===== config.mk =====
export PLATFORM = sky130hd
export DESIGN_NAME = gpu_host_link
export DESIGN_NICKNAME = d
export VERILOG_FILES = /design/src/rtl/gpu_host_link.sv
export SDC_FILE = /design/constraint.sdc
export NUM_CORES = 1
export LEC_CHECK = 0
export CAP_MARGIN = 20
export CORE_ASPECT_RATIO = 0.7
export CORE_MARGIN = 4
export CORE_UTILIZATION = 49
export CTS_BUF_LIST = sky130_fd_sc_hd__clkbuf_8
export CTS_CLUSTER_SIZE = 30
export DETAILED_ROUTE_END_ITERATION = 10
export PLACE_DENSITY = 0.83
export SKIP_LAST_GASP = 1
export SYNTH_ARGS = -nofsm -noshare
export SYNTH_HDL_FRONTEND = slang
export SYNTH_SLANG_ARGS = --single-unit

===== constraint.sdc =====
create_clock -name clk -period 2.7 [get_ports clk]
set_input_delay 0.81 -clock clk [delete_from_list [all_inputs] [get_ports clk]]
set_output_delay 0.81 -clock clk [all_outputs]
set_load 0.005 [all_outputs]

===== src/rtl/gpu_host_link.sv =====
// Host-side initiator for the GPU card word-level command interface.
// Serialises one copy/launch request at a time into CMD, LEN and data beats, with ack timeout.
module gpu_host_link #(
  parameter int unsigned TIMEOUT_CYCLES = 1024,
  parameter int unsigned COUNT_WIDTH    = 16
) (
  input  logic                   clk,
  input  logic                   rst,
  input  logic                   req_valid,
  output logic                   req_ready,
  input  logic [1:0]             req_op,
  input  logic [31:0]            req_addr,
  input  logic [COUNT_WIDTH-1:0] req_count,
  input  logic                   wr_valid,
  input  logic [31:0]            wr_data,
  output logic                   wr_ready,
  output logic                   rd_valid,
  output logic [31:0]            rd_data,
  output logic                   busy,
  output logic                   done,
  output logic                   err,
  output logic [31:0]            cpu_recv_instr,
  output logic [31:0]            cpu_in_data,
  input  logic [31:0]            cpu_out_data,
  input  logic                   cpu_out_ack
);

  typedef enum logic [2:0] {
    S_IDLE,
    S_CMD,
    S_LEN,
    S_XFER,
    S_DONE,
    S_ERR
  } state_t;

  localparam logic [1:0] OP_TO_GPU   = 2'd1;
  localparam logic [1:0] OP_FROM_GPU = 2'd2;
  localparam logic [1:0] OP_KERNEL   = 2'd3;

  state_t                 state_q, state_d;
  logic [1:0]             op_q;
  logic [31:0]            addr_q;
  logic [COUNT_WIDTH-1:0] rem_q;
  logic [31:0]            tcnt_q;
  logic [31:0]            last_q;
  logic                   xfer_live;
  logic                   ack_take;
  logic                   tout_hit;

  assign tout_hit = (TIMEOUT_CYCLES != 0) && (tcnt_q == 32'(TIMEOUT_CYCLES - 1));

  always_ff @(posedge clk or negedge rst) begin
    if (!rst) state_q <= S_IDLE;
    else      state_q <= state_d;
  end

  always_comb begin
    state_d        = state_q;
    req_ready      = 1'b0;
    busy           = 1'b1;
    wr_ready       = 1'b0;
    done           = 1'b0;
    err            = 1'b0;
    cpu_recv_instr = '0;
    cpu_in_data    = '0;
    xfer_live      = 1'b0;
    ack_take       = 1'b0;
    case (state_q)
      S_IDLE: begin
        busy      = 1'b0;
        req_ready = 1'b1;
        if (req_valid) state_d = (req_op == 2'd0) ? S_ERR : S_CMD;
      end
      S_CMD: begin
        cpu_recv_instr = {30'b0, op_q};
        cpu_in_data    = addr_q;
        state_d        = S_LEN;
      end
      S_LEN: begin
        cpu_in_data = (op_q == OP_KERNEL) ? '0 : 32'(rem_q);
        if (op_q != OP_KERNEL && rem_q == '0) state_d = S_DONE;
        else                                   state_d = S_XFER;
      end
      S_XFER: begin
        // A write copy only progresses (acks and timeout) while the host offers a word
        xfer_live = (op_q != OP_TO_GPU) || wr_valid;
        ack_take  = xfer_live && cpu_out_ack;
        if (op_q == OP_TO_GPU) begin
          cpu_in_data = wr_valid ? wr_data : last_q;
          wr_ready    = ack_take;
        end
        if (ack_take) begin
          if (op_q == OP_KERNEL || rem_q == COUNT_WIDTH'(1)) state_d = S_DONE;
        end else if (xfer_live && tout_hit) begin
          state_d = S_ERR;
        end
      end
      S_DONE: begin
        done    = 1'b1;
        state_d = S_IDLE;
      end
      S_ERR: begin
        err     = 1'b1;
        state_d = S_IDLE;
      end
      default: state_d = S_IDLE;
    endcase
  end

  always_ff @(posedge clk or negedge rst) begin
    if (!rst) begin
      op_q     <= '0;
      addr_q   <= '0;
      rem_q    <= '0;
      tcnt_q   <= '0;
      last_q   <= '0;
      rd_data  <= '0;
      rd_valid <= 1'b0;
    end else begin
      rd_valid <= 1'b0;
      last_q   <= cpu_in_data;
      if (state_q == S_IDLE && req_valid) begin
        op_q   <= req_op;
        addr_q <= req_addr;
        rem_q  <= req_count;
      end
      if (state_q != S_XFER) begin
        tcnt_q <= '0;
      end else if (ack_take) begin
        tcnt_q <= '0;
        rem_q  <= rem_q - COUNT_WIDTH'(1);
        if (op_q == OP_FROM_GPU) begin
          rd_data  <= cpu_out_data;
          rd_valid <= 1'b1;
        end
      end else if (xfer_live) begin
        tcnt_q <= tcnt_q + 32'd1;
      end
    end
  end

endmodule


==> run summary <==
run status = finished, violations left
violated checks = setup timing
Initial DRT Pass Iterations = 5
Area growth syn-to-layout = 49.3%
clk_skew = 20.7 ps
crit-path cells = buf_4, nor3b_4, buf_4, buf_6, buf_16, a22oi_2, o21ai_1, buf_2
post-detail-place hpwl = 14300 um
post-synthesis register bit count = 150
Root Buffer = clkbuf_8
leak pwr = 0.00495 uW
most frequent cells in the layout = nand2_1, clkdlybuf4s50_1, dfrtp_1
Crit Path Class = flip-flop to primary output
Final Critical Period = 2970 ps
Nets = 1128
number of I/O port buffers = 190
fill count = 844
RSZ-0062 raised after global routing = true
Worst EP required = 1890 ps
largest family of logic cells by synthesized area = simple AND/OR/NAND/NOR gates
sw power = 3880 uW
Synth Instances = 728
global-route wire length before repair = 34400 um
CP bufs+invs = 5
synthesized area per cell = 9.91 um^2
Max VDD drop = 610 uV
H-tree level count = 4
Power Total = 10300 uW
Die Height = 110 um
slowest CP cell = dfrtp_2
area of the multi-input gates = 3460 um^2
WL/cell = 20.6 um
Fmax = 336 MHz
# diodes = 0
hold_ws = 275 ps
post-DR vias/cell = 5.75
largest net degree at the start of global routing = 77
clk_lat worst skew = 450 ps
core area = 14200 um^2
CTS buffer count = 17
Compound-Gate Fraction of Synth Area = 0.0900
# rows = 36
Detail Route Antenna Nets = 0
worst slew pin tran = 810 ps
Clock power frac = 0.168
Critical Path AT = 2160 ps
simple-gate area share of the yosys netlist = 0.199
Die Area = 16800 um^2
number of global-route vias before repair = 6381
internal power = 6410 uW
critical path peak fanout = 10
global route overflow = 0
Synth Flop Type = dfrtp_1
vias post-DR = 6949
Post-Synth XOR/XNOR Area = 0.0291
largest buffer count on any clock path = 2
Final Util = 0.759
R2R Setup Slk = -260 ps
Hold Buf Count CTS = 0
PD cells = 954 nW/um^2
Synth Area in Adders = 0.00520
Critical Path Max Stage Delay = 440 ps
All-Layer GR Usage = 0.260
number of enable flip-flop cells after synthesis = 0
Seq/Total Area, Yosys = 0.520
Die Width = 153 um
Net Sw Frac = 0.377
initial antenna violation count = 0
Final Max Slew Viols = 0
most frequent CP cell = buf_4
critical path launch point type = flip-flop
layout cells sized above 1 = 0.234
Clock transition at path regs = 80 ps
total routed wirelength = 24900 um
DRC Markers = 0
Top delay family on crit path = buffers and inverters
max cap viols = 0
Mapped Area = 7220 um^2
Rel. slew slack = 0.456
commonest non-fill, non-tap cell in the layout = nand2_1
asr flop ratio synth = 1.00
setup slack after layout = -275 ps
mux share of post-synthesis cell area = 0.0957
setup violators final = 34
Netlist cell types = 55
sequential share of power = 0.346
setup_tns = -5720 ps
final hold vios = 0
crit path capture type = primary output
Comb power frac = 0.486
drt initial violations = 564
TritonCTS Sinks = 150
Initial Util = 0.509
period utilization = 1.10
TritonCTS clock tree = yes
Final Wtd Congestion = 0.827
Seq. cell area = 3760 um^2
IO Count = 221
Hold Path Class = input port to asynchronous set/reset pin
Synth warnings = 0
-- cells by family after synthesis --
family	after synthesis
compound gates	102
xor+xnor	24
fa+ha+maj	3
buf+inv	74
flops	150
mux	65
other cells	1
simple gates	309
-- timing repair --
item                                    in CTS  in global routing
cloned                                       3                  4
gates resized for setup                    128                117
setup buffers                               34                 29
pin swaps                                    4                 15
endpoints found under the setup margin      37                 38
-- power by group through the flow --
stage	Sequential, uW	Clock (uW)	Combinational, uW
3_3_place_gp	3460	0	3380
3_5_place_dp	3490	0	3460
5_1_grt	3630	1860	5310
4_1_cts	3470	1730	4160
6_report	3560	1720	5000
2_1_floorplan	3380	0	1590
-- area by class of cell --
| type | instances | share of cell area |
|---|---|---|
| multi-input combinational | 533 | 0.321 |
| clock buffer | 19 | 0.0243 |
| clock inverter | 13 | 0.0120 |
| timing repair buffer | 297 | 0.269 |
| inverter | 7 | 0.00244 |
| tap | 190 | 0.0221 |
| sequential | 150 | 0.349 |
-- flip-flops by register name, summed over array words and instances (netlist names) --
| register | count |
|---|---|
| state_q | 3 |
| op_q | 2 |
| rd_valid | 1 |
| last_q | 32 |
| rem_q | 16 |
| rd_data | 32 |
| addr_q | 32 |
| tcnt_q | 32 |
-- final timing paths --
kind,start,end,cells after the start
min in group clk,rd_data[18]$_DFFE_PN0P_,rd_data[18]$_DFFE_PN0P_,1
hold / removal,rst,rem_q[3]$_DFF_PN0_,1
setup reg to reg,state_q[1]$_DFFE_PN0P_,last_q[2]$_DFF_PN0_,18
max in group asynchronous,rst,op_q[0]$_DFFE_PN0N_,2
hold reg to reg,rd_data[18]$_DFFE_PN0P_,rd_data[18]$_DFFE_PN0P_,1
setup / recovery,state_q[2]$_DFFE_PN0P_,cpu_in_data[1],8
-- routing by layer --
| metal | part of all wire | up-vias | track usage |
|---|---|---|---|
| li1 | - | 3038 | - |
| met1 | 0.39 | 3346 | 0.343 |
| met2 | 0.48 | 457 | 0.426 |
| met3 | 0.091 | 108 | 0.0704 |
| met4 | 0.044 | 0 | 0.0807 |
| met5 | 0 | - | 0 |
-- synth_stat cells, types with 13 or more instances --
cell,number,area [um^2]
buf_4,30,225
xnor2_1,16,140
mux2_1,32,360
nand2_1,158,593
a22oi_1,17,128
nor2_1,51,191
nand4_1,15,93.8
nor3_1,17,85.1
mux2i_1,33,330
nor4_1,13,81.3
clkbuf_1,19,71.3
o21ai_0,30,150
dfrtp_1,150,3750
buf_2,13,65.1
nand3_1,14,70.1
a21oi_1,14,70.1
-- metrics by stage --
step	instances	setup slack, ps	instance area, um^2
after floorplan	757	106	7320
after global placement	1110	-348	9490
after detailed placement	1110	-327	9490
after CTS	1179	-315	10300
after global routing	1209	-383	10800
final	1209	-275	10800
No activity file was read; power rests on OpenSTA's default activity.
